$ cat config.mk
export PLATFORM = sky130hd
export DESIGN_NAME = rm_sequence_tracker
export DESIGN_NICKNAME = d
export VERILOG_FILES = /design/src/rtl/rm_sequence_tracker.sv
export SDC_FILE = /design/constraint.sdc
export NUM_CORES = 1
export LEC_CHECK = 0
export CAP_MARGIN = 20
export CORE_UTILIZATION = 50
export DETAILED_ROUTE_END_ITERATION = 10
export PLACE_DENSITY = 0.68
export SYNTH_ARGS = -nofsm -noshare
export SYNTH_HDL_FRONTEND = slang
export SYNTH_SLANG_ARGS = --single-unit
$ cat constraint.sdc
create_clock -name clk_i -period 17.5 [get_ports clk_i]
set_clock_uncertainty 0.15 [all_clocks]
set_input_delay 3.5 -clock clk_i [delete_from_list [all_inputs] [get_ports clk_i]]
set_output_delay 3.5 -clock clk_i [all_outputs]
set_load 0.01 [all_outputs]
$ cat src/rtl/rm_sequence_tracker.sv
// Tracks each monitor lane through the ordered detector events 0..NUM_EVENTS-1 and
// queues an alarm per completed lane onto a round-robin arbitrated valid/ready port.
module rm_sequence_tracker #(
    parameter int NUM_EVENTS     = 3,
    parameter int NUM_LANES      = 5,
    parameter int TIMEOUT_CYCLES = 64,
    parameter int STRICT_ORDER   = 0,
    parameter int CNT_W          = 8,
    localparam int LW            = (NUM_LANES > 1) ? $clog2(NUM_LANES) : 1
) (
    input  logic                     clk_i,
    input  logic                     rst_ni,
    input  logic                     enable_i,
    input  logic [NUM_EVENTS-1:0]    evt_probe_i,
    input  logic [NUM_EVENTS*LW-1:0] evt_lane_i,
    input  logic [NUM_EVENTS-1:0]    evt_reset_i,
    output logic                     alarm_valid_o,
    output logic [LW-1:0]            alarm_lane_o,
    input  logic                     alarm_ready_i,
    output logic [NUM_LANES-1:0]     busy_o,
    output logic [CNT_W-1:0]         drop_cnt_o,
    output logic [CNT_W-1:0]         timeout_cnt_o
);

    localparam int SW = (NUM_EVENTS > 1) ? $clog2(NUM_EVENTS) : 1;
    localparam int WW = (TIMEOUT_CYCLES > 1) ? $clog2(TIMEOUT_CYCLES) : 1;
    localparam bit WDOG_EN = (TIMEOUT_CYCLES != 0);
    localparam bit STRICT  = (STRICT_ORDER != 0);
    localparam logic [SW-1:0] LAST_STAGE = SW'(NUM_EVENTS - 1);
    localparam logic [WW-1:0] WDOG_LAST  = WDOG_EN ? WW'(TIMEOUT_CYCLES - 1) : '0;
    localparam logic [CNT_W-1:0] CNT_MAX = {CNT_W{1'b1}};

    logic [SW-1:0]        stage_q [NUM_LANES];
    logic [SW-1:0]        stage_d [NUM_LANES];
    logic [WW-1:0]        wdog_q  [NUM_LANES];
    logic [WW-1:0]        wdog_d  [NUM_LANES];
    logic [NUM_LANES-1:0] pending_q, pending_d;
    logic                 valid_q, valid_d;
    logic [LW-1:0]        rr_q, rr_d;
    logic [CNT_W-1:0]     drop_q, drop_d;
    logic [CNT_W-1:0]     tout_q, tout_d;

    logic [NUM_LANES-1:0] rst_hit_s, adv_hit_s, bad_hit_s, set_pend_s;
    logic                 load_s, gnt_vld_s;
    logic [LW-1:0]        gnt_lane_s;

    function automatic logic [LW-1:0] wrap_lane(input int unsigned v);
        return LW'(v % NUM_LANES);
    endfunction

    // Decode which detector slices address each lane and classify the hit.
    always_comb begin
        rst_hit_s = '0;
        adv_hit_s = '0;
        bad_hit_s = '0;
        for (int l = 0; l < NUM_LANES; l++) begin
            for (int e = 0; e < NUM_EVENTS; e++) begin
                rst_hit_s[l] = rst_hit_s[l] |
                    ((evt_lane_i[e*LW +: LW] == LW'(l)) & evt_reset_i[e]);
                adv_hit_s[l] = adv_hit_s[l] |
                    ((evt_lane_i[e*LW +: LW] == LW'(l)) & evt_probe_i[e] &
                     (stage_q[l] == SW'(e)));
                bad_hit_s[l] = bad_hit_s[l] |
                    ((evt_lane_i[e*LW +: LW] == LW'(l)) & evt_probe_i[e] &
                     (stage_q[l] != SW'(e)));
            end
        end
    end

    // Round-robin pick of the first pending lane after the last granted one.
    always_comb begin
        load_s     = !valid_q || alarm_ready_i;
        gnt_vld_s  = 1'b0;
        gnt_lane_s = '0;
        for (int i = 0; i < NUM_LANES; i++) begin
            if (!gnt_vld_s && pending_q[wrap_lane(32'(rr_q) + 32'(i) + 32'd1)]) begin
                gnt_vld_s  = 1'b1;
                gnt_lane_s = wrap_lane(32'(rr_q) + 32'(i) + 32'd1);
            end else begin
                gnt_vld_s  = gnt_vld_s;
            end
        end
    end

    // Per-lane sequence progress, watchdog and the two saturating counters.
    always_comb begin
        drop_d     = drop_q;
        tout_d     = tout_q;
        set_pend_s = '0;
        for (int l = 0; l < NUM_LANES; l++) begin
            stage_d[l] = stage_q[l];
            wdog_d[l]  = wdog_q[l];
            if (!enable_i || rst_hit_s[l]) begin
                stage_d[l] = '0;
                wdog_d[l]  = '0;
            end else if (adv_hit_s[l]) begin
                wdog_d[l] = '0;
                if (stage_q[l] == LAST_STAGE) begin
                    stage_d[l]    = '0;
                    set_pend_s[l] = 1'b1;
                    // A pending bit leaving for the output this cycle makes room.
                    if (pending_q[l] && !(load_s && gnt_vld_s && (gnt_lane_s == LW'(l)))) begin
                        drop_d = (drop_d != CNT_MAX) ? drop_d + CNT_W'(1) : drop_d;
                    end else begin
                        drop_d = drop_d;
                    end
                end else begin
                    stage_d[l] = stage_q[l] + SW'(1);
                end
            end else if (STRICT && bad_hit_s[l] && (stage_q[l] != '0)) begin
                stage_d[l] = '0;
                wdog_d[l]  = '0;
            end else if (stage_q[l] != '0) begin
                if (WDOG_EN && (wdog_q[l] == WDOG_LAST)) begin
                    stage_d[l] = '0;
                    wdog_d[l]  = '0;
                    tout_d     = (tout_d != CNT_MAX) ? tout_d + CNT_W'(1) : tout_d;
                end else begin
                    wdog_d[l]  = wdog_q[l] + WW'(1);
                end
            end else begin
                wdog_d[l] = wdog_q[l];
            end
        end
    end

    // Pending set/clear and alarm register load; a re-completion keeps the bit set.
    always_comb begin
        pending_d = pending_q | set_pend_s;
        valid_d   = valid_q;
        rr_d      = rr_q;
        if (load_s) begin
            valid_d = gnt_vld_s;
            if (gnt_vld_s) begin
                rr_d                  = gnt_lane_s;
                pending_d[gnt_lane_s] = set_pend_s[gnt_lane_s];
            end else begin
                rr_d = rr_q;
            end
        end else begin
            valid_d = valid_q;
        end
    end

    // State registers.
    always_ff @(posedge clk_i or negedge rst_ni) begin
        if (!rst_ni) begin
            for (int l = 0; l < NUM_LANES; l++) begin
                stage_q[l] <= '0;
                wdog_q[l]  <= '0;
            end
            pending_q <= '0;
            valid_q   <= 1'b0;
            rr_q      <= '0;
            drop_q    <= '0;
            tout_q    <= '0;
        end else begin
            for (int l = 0; l < NUM_LANES; l++) begin
                stage_q[l] <= stage_d[l];
                wdog_q[l]  <= wdog_d[l];
            end
            pending_q <= pending_d;
            valid_q   <= valid_d;
            rr_q      <= rr_d;
            drop_q    <= drop_d;
            tout_q    <= tout_d;
        end
    end

    // The last granted lane doubles as the presented alarm lane.
    always_comb begin
        for (int l = 0; l < NUM_LANES; l++) begin
            busy_o[l] = (stage_q[l] != '0);
        end
        alarm_valid_o = valid_q;
        alarm_lane_o  = rr_q;
        drop_cnt_o    = drop_q;
        timeout_cnt_o = tout_q;
    end

endmodule

Yosys cells after proc, flatten, opt, wreduce, memory -nomap -nowiden:

Index checks and enable logic that the tools add are counted.

* $add $sub $neg: 28
* multipliers: 0
* div/mod/pow operators: 5
* $lt $le $gt $ge: 7
* equal/unequal tests: 41
* shift-type cells: 0
* multiplexer cells: 137
* bitwise operators: 66
* reduce and logical (&&, ||, !) cells: 63

Operators with widths (number)
* $mux W8: 50
* $mod A32 B3 Y32 const B: 5
* $mux W6: 20
* $add A8 B1 Y8 const B: 10
* $ne A8 B8 Y1 const B: 10
* $mux W2: 25
* $and A1 B1 Y1: 45
* $add A6 B1 Y6 const B: 5
* $eq A6 B6 Y1 const B: 5
* $reduce_bool A3 Y1: 10
* $mux W1: 27
* $eq A3 B2 Y1 const B: 8
* $lt A3 B4 Y1 const B: 6
* $add A4 B1 Y5 const B: 4
* $or A1 B1 Y1: 20
* $bmux W1 S3: 6
* $logic_and A1 B1 Y1: 16
* $mux W3: 5
* $eq A3 B1 Y1 const B: 4
* $eq A3 B3 Y1 const B: 4
* $logic_not A3 Y1: 4
* $reduce_and A2 Y1: 6
* $logic_not A1 Y1: 11
* $add A2 B1 Y2 const B: 5
* 13 further kinds: 36

* bits in registers: 65
* latch bits: 0
* bits in writable memories: 0
* ROM bits: 0
* input port bits: 19
* output and inout bits: 25
* word-level logic and storage cells: 362
* memories kept: 0

Longest topological paths before layout:

* depth in word-level cells: 49
* depth in mapped cells: 49
* mapped depth without buffers: 45

Worst setup path after synthesis:

Ideal clock, no wire load.

* path type: flip-flop to flip-flop
* start: register rr_q[0], in the netlist alarm_lane_o[0]
* end: register drop_q[1], in the netlist drop_cnt_o[1]
* data arrival time: 10291 ps
* required time: 17222 ps
* setup slack: 6931 ps
* cell stages (with the launch flop): 47
* buffers on the path: 5
* period minus slack after synthesis: 10569 ps
* cells stage by stage: dfrtp_1 buf_4 buf_2 inv_1 clkbuf_1 ha_1 clkbuf_1 o21ai_0 ha_1 or2_2 a211oi_1 o21a_1 nor2_1 ha_1 and2_1 a221o_1 buf_6 mux2_4 (+11 left out) a31oi_1 xnor2_1 ha_1 inv_1 a211o_1 o31ai_2 mux2_2 ha_1 o21a_1 nand4_2 nor2_1 nor2_1 mux2_2 ha_1 o21a_1 and3_1 a41oi_2 mux2_1

* longest elaborated chain between the ends: 49

RTL lines
* from (decl): RTL line 39 `logic [LW-1:0] rr_q, rr_d;`
* from (signal assigned): RTL line 164 `rr_q <= rr_d;`
* branches (longest 48 deep; another with $mod A32 B3 Y32)
* $mux W8 *: RTL line 93 `if (!enable_i || rst_hit_s[l]) begin`
* via drop_d[1]: RTL line 40 `logic [CNT_W-1:0] drop_q, drop_d;`
* to (signal assigned): RTL line 165 `drop_q <= drop_d;`
* to (decl): RTL line 40

Mark *: on every way through the listed nets, which the timed path passes. The select of a mux whose other input is x is not followed.
A chain may end at the register's enable or synchronous reset.

Final worst setup path:

Same ends and word-level chain as after synthesis.

==> flow_summary.json <==
{
  "status": "finished, final reports clean",
  "cts_buffers": 9,
  "grt_max_degree": 66,
  "detail-route-antenna-nets": 0,
  "antennaDiodeCount": 0,
  "synth-adder-area-share_pct": 6.353,
  "post-route-drc-count": 0,
  "postSynthCellCount": 1090,
  "seq_area_frac_synth_pct": 19.21,
  "hp-class": "reg -> reg",
  "max_stage_delay_ns": 0.75,
  "design.core.area_um2": 16580,
  "yosys_register_bits": 65,
  "p_leak_uw": 0.003681,
  "synth-edff-count": 0,
  "power_density_nw_per_um2": 166.2,
  "synth_top_family_by_area": "simple AND/OR/NAND/NOR gates",
  "tritoncts": "yes",
  "finalPower_uw": 1554,
  "die_area_um2": 17460,
  "p_switching_uw": 850.7,
  "cts-resized-gates": 0,
  "final_net_count": 1171,
  "numPortBuffers": 43,
  "cts_sinks": 65,
  "seqPwrFrac_pct": 11.7,
  "final-max-slew-violation-count": 0,
  "num-fill-cells": 1585,
  "routed_wl_um": 21850,
  "synth_compound_area_share_pct": 25.35,
  "cp_max_fo": 43,
  "dr.pass1.iters": 5,
  "yosys.area_share.simple_pct": 30.72,
  "synth_top_area_share_pct": 19.21,
  "async_flop_share_pct": 100.0,
  "cp.arrival_ns": 12.10,
  "synth_xor_xnor_area_share_pct": 6.826,
  "timing.critical_path.buf_inv": 4,
  "ctsHoldBuffers": 0,
  "synthFlopType": "dfrtp_1",
  "cp.required_ns": 17.56,
  "max_slew_margin_pct": 37.22,
  "num_rows": 47,
  "clk_pin_slew_ns": 0.06,
  "drt-initial-drc-count": 574,
  "cp-end-kind": "register",
  "first_global_vias": 7673,
  "p_comb_share_pct": 74.7,
  "dieWidth_um": 132.1,
  "area_delta_synth_final_pct": 10.45,
  "synth_nets": 1152,
  "p_int_uw": 703.6,
  "synth_area_um2": 8468,
  "wl_per_cell_um": 16.38,
  "tns_ns": 0,
  "num_vias": 8291,
  "ir_drop_mv": 0.2559,
  "rsz0062_at_grt": "false",
  "overflow": 0,
  "slowest_stage": "ha_1",
  "timing.fmax_mhz": 83.02,
  "critPathLaunchType": "register",
  "setup_viol": 0,
  "place.gp.congestion": 0.9133,
  "dp_hpwl_um": 16540,
  "crit_family": "compound AO/OA/AOI/OAI gates",
  "clockBufferDepth": 2,
  "cts_max_level": 3,
  "die_h_um": 132.1,
  "cts_setup_buffers": 0,
  "yosysUniqueCellTypes": 107,
  "viasPerCell": 6.215,
  "drive_gt1_share_pct": 8.707,
  "pwr-share-clk_pct": 13.6,
  "min_period_ns": 12.05,
  "grt.total_usage_pct": 25.35,
  "path_class": "reg -> reg",
  "initial_utilization_pct": 51.06,
  "yosysWarningCount": 0,
  "synthTopCellsByArea": "dfrtp_1, ha_1, nor2_1",
  "worstMarginPinSlew_ns": 0.9286,
  "timing.final.crit_share_pct": 68.83,
  "grt_first_pass_wirelength_um": 36980,
  "swShare_pct": 54.73,
  "yosysMostFrequentCell": "nor2_1",
  "muxShareOfSynthArea_pct": 6.826,
  "avgSynthCellArea_um2": 7.769,
  "cap_violations": 0,
  "antenna_found_initial": 0,
  "synth_top_area_cell": "dfrtp_1",
  "io-pin-count": 44,
  "path_common_cell": "ha_1",
  "hold_viol": 0,
  "clk_latency_ns": 0.34,
  "cts-root-buf": "clkbuf_16",
  "synth_common_cells": "nor2_1, nand2_1, dfrtp_1"
}
==> area by class of cell <==
| class | instances | area, um2 | share of cell area [%] |
|---|---|---|---|
| Clock buffer | 9 | 225.2 | 2.408 |
| Clock inverter | 7 | 123.9 | 1.324 |
| Inverter | 53 | 198.9 | 2.127 |
| Multi-Input combinational cell | 932 | 6442 | 68.88 |
| Sequential cell | 65 | 1627 | 17.39 |
| Tap cell | 220 | 275.3 | 2.943 |
| Timing Repair Buffer | 48 | 460.4 | 4.923 |
==> power groups by stage <==
| stage | sequential [uW] | clock [uW] | combinational [uW] |
|---|---|---|---|
| finish | 182 | 212 | 1160 |
| global route | 184 | 223 | 1280 |
| CTS | 181 | 216 | 1140 |
| detailed placement | 184 | 0 | 1140 |
| global placement | 183 | 0 | 1130 |
| floorplan | 180 | 0 | 958 |
==> per-layer routing <==
metal,GRT usage [%],up-vias,part of all wire [%]
met5,0,-,0
met4,6.654,0,1.2
met3,3.345,20,4.3
met2,42.65,211,46
met1,34.14,3925,48
li1,-,4135,-
==> worst paths after layout <==
path | endpoint | slack (ns) | depth (start not counted) | from
max | drop_cnt_o[1]$_DFF_PN0_ | 5.45 | 42 | alarm_lane_o[0]$_DFFE_PN0P_
min | wdog_q[23]$_DFFE_PN0P_ | 0.34 | 1 | wdog_q[23]$_DFFE_PN0P_
max reg2reg | drop_cnt_o[1]$_DFF_PN0_ | 5.45 | 42 | alarm_lane_o[0]$_DFFE_PN0P_
min reg2reg | wdog_q[23]$_DFFE_PN0P_ | 0.34 | 1 | wdog_q[23]$_DFFE_PN0P_
max in group asynchronous | wdog_q[21]$_DFFE_PN0P_ | 13.41 | 2 | rst_ni
min in group asynchronous | timeout_cnt_o[1]$_DFF_PN0_ | 3.19 | 2 | rst_ni
==> state kept, by name, indices dropped and copies added, names as in the netlist <==
name	cells
wdog_q	30
stage_q	10
drop_cnt_o	8
timeout_cnt_o	8
pending_q	5
alarm_lane_o	3
alarm_valid_o	1
==> cells by family after synthesis <==
| logic type | count (synthesis) |
|---|---|
| AOI/OAI and AO/OA | 293 |
| xor gates and xnor gates | 63 |
| adders and majority gates | 43 |
| buffers and inverters | 93 |
| DFF | 65 |
| muxes | 51 |
| and+or+nand+nor | 482 |
==> per-stage QoR <==
step | std cells | setup WS (ns) | area, um2 | hold slack [ns] | utilization [%]
after floorplan | 1090 | 6.931 | 8468 | 0.2936 | -
after global placement | 1317 | 5.987 | 8999 | 0.3201 | 54.26
after detailed placement | 1317 | 5.655 | 8999 | 0.3280 | 54.26
after CTS | 1333 | 5.574 | 9348 | 0.3398 | 56.37
after global routing | 1334 | 4.643 | 9353 | 0.3600 | 56.40
final | 1334 | 5.454 | 9353 | 0.3379 | 56.40
==> cells in the final DEF (no fill, tap or decap), types with 5 or more instances in the layout <==
cell / instances
a211o_1: 8
a211oi_1: 14
a21o_1: 6
a21oi_1: 60
a22oi_1: 9
a31oi_1: 25
and2_1: 18
and3_1: 26
clkbuf_16: 9
clkdlybuf4s50_1: 42
dfrtp_1: 65
ha_1: 43
inv_1: 51
mux2_2: 15
mux2i_1: 27
nand2_1: 94
nand2b_1: 26
nand3_1: 60
nand3b_1: 11
nand4_1: 23
nand4b_1: 6
nor2_1: 96
nor2b_1: 14
nor3_1: 31
nor3b_1: 9
nor4_1: 14
o211a_1: 5
o211ai_1: 14
o21a_1: 9
o21ai_0: 42
o21ai_1: 7
o22ai_1: 11
o311ai_1: 5
or2_2: 7
or3_1: 12
xnor2_1: 35
xor2_1: 26
No activity file was read; power rests on OpenSTA's default activity.
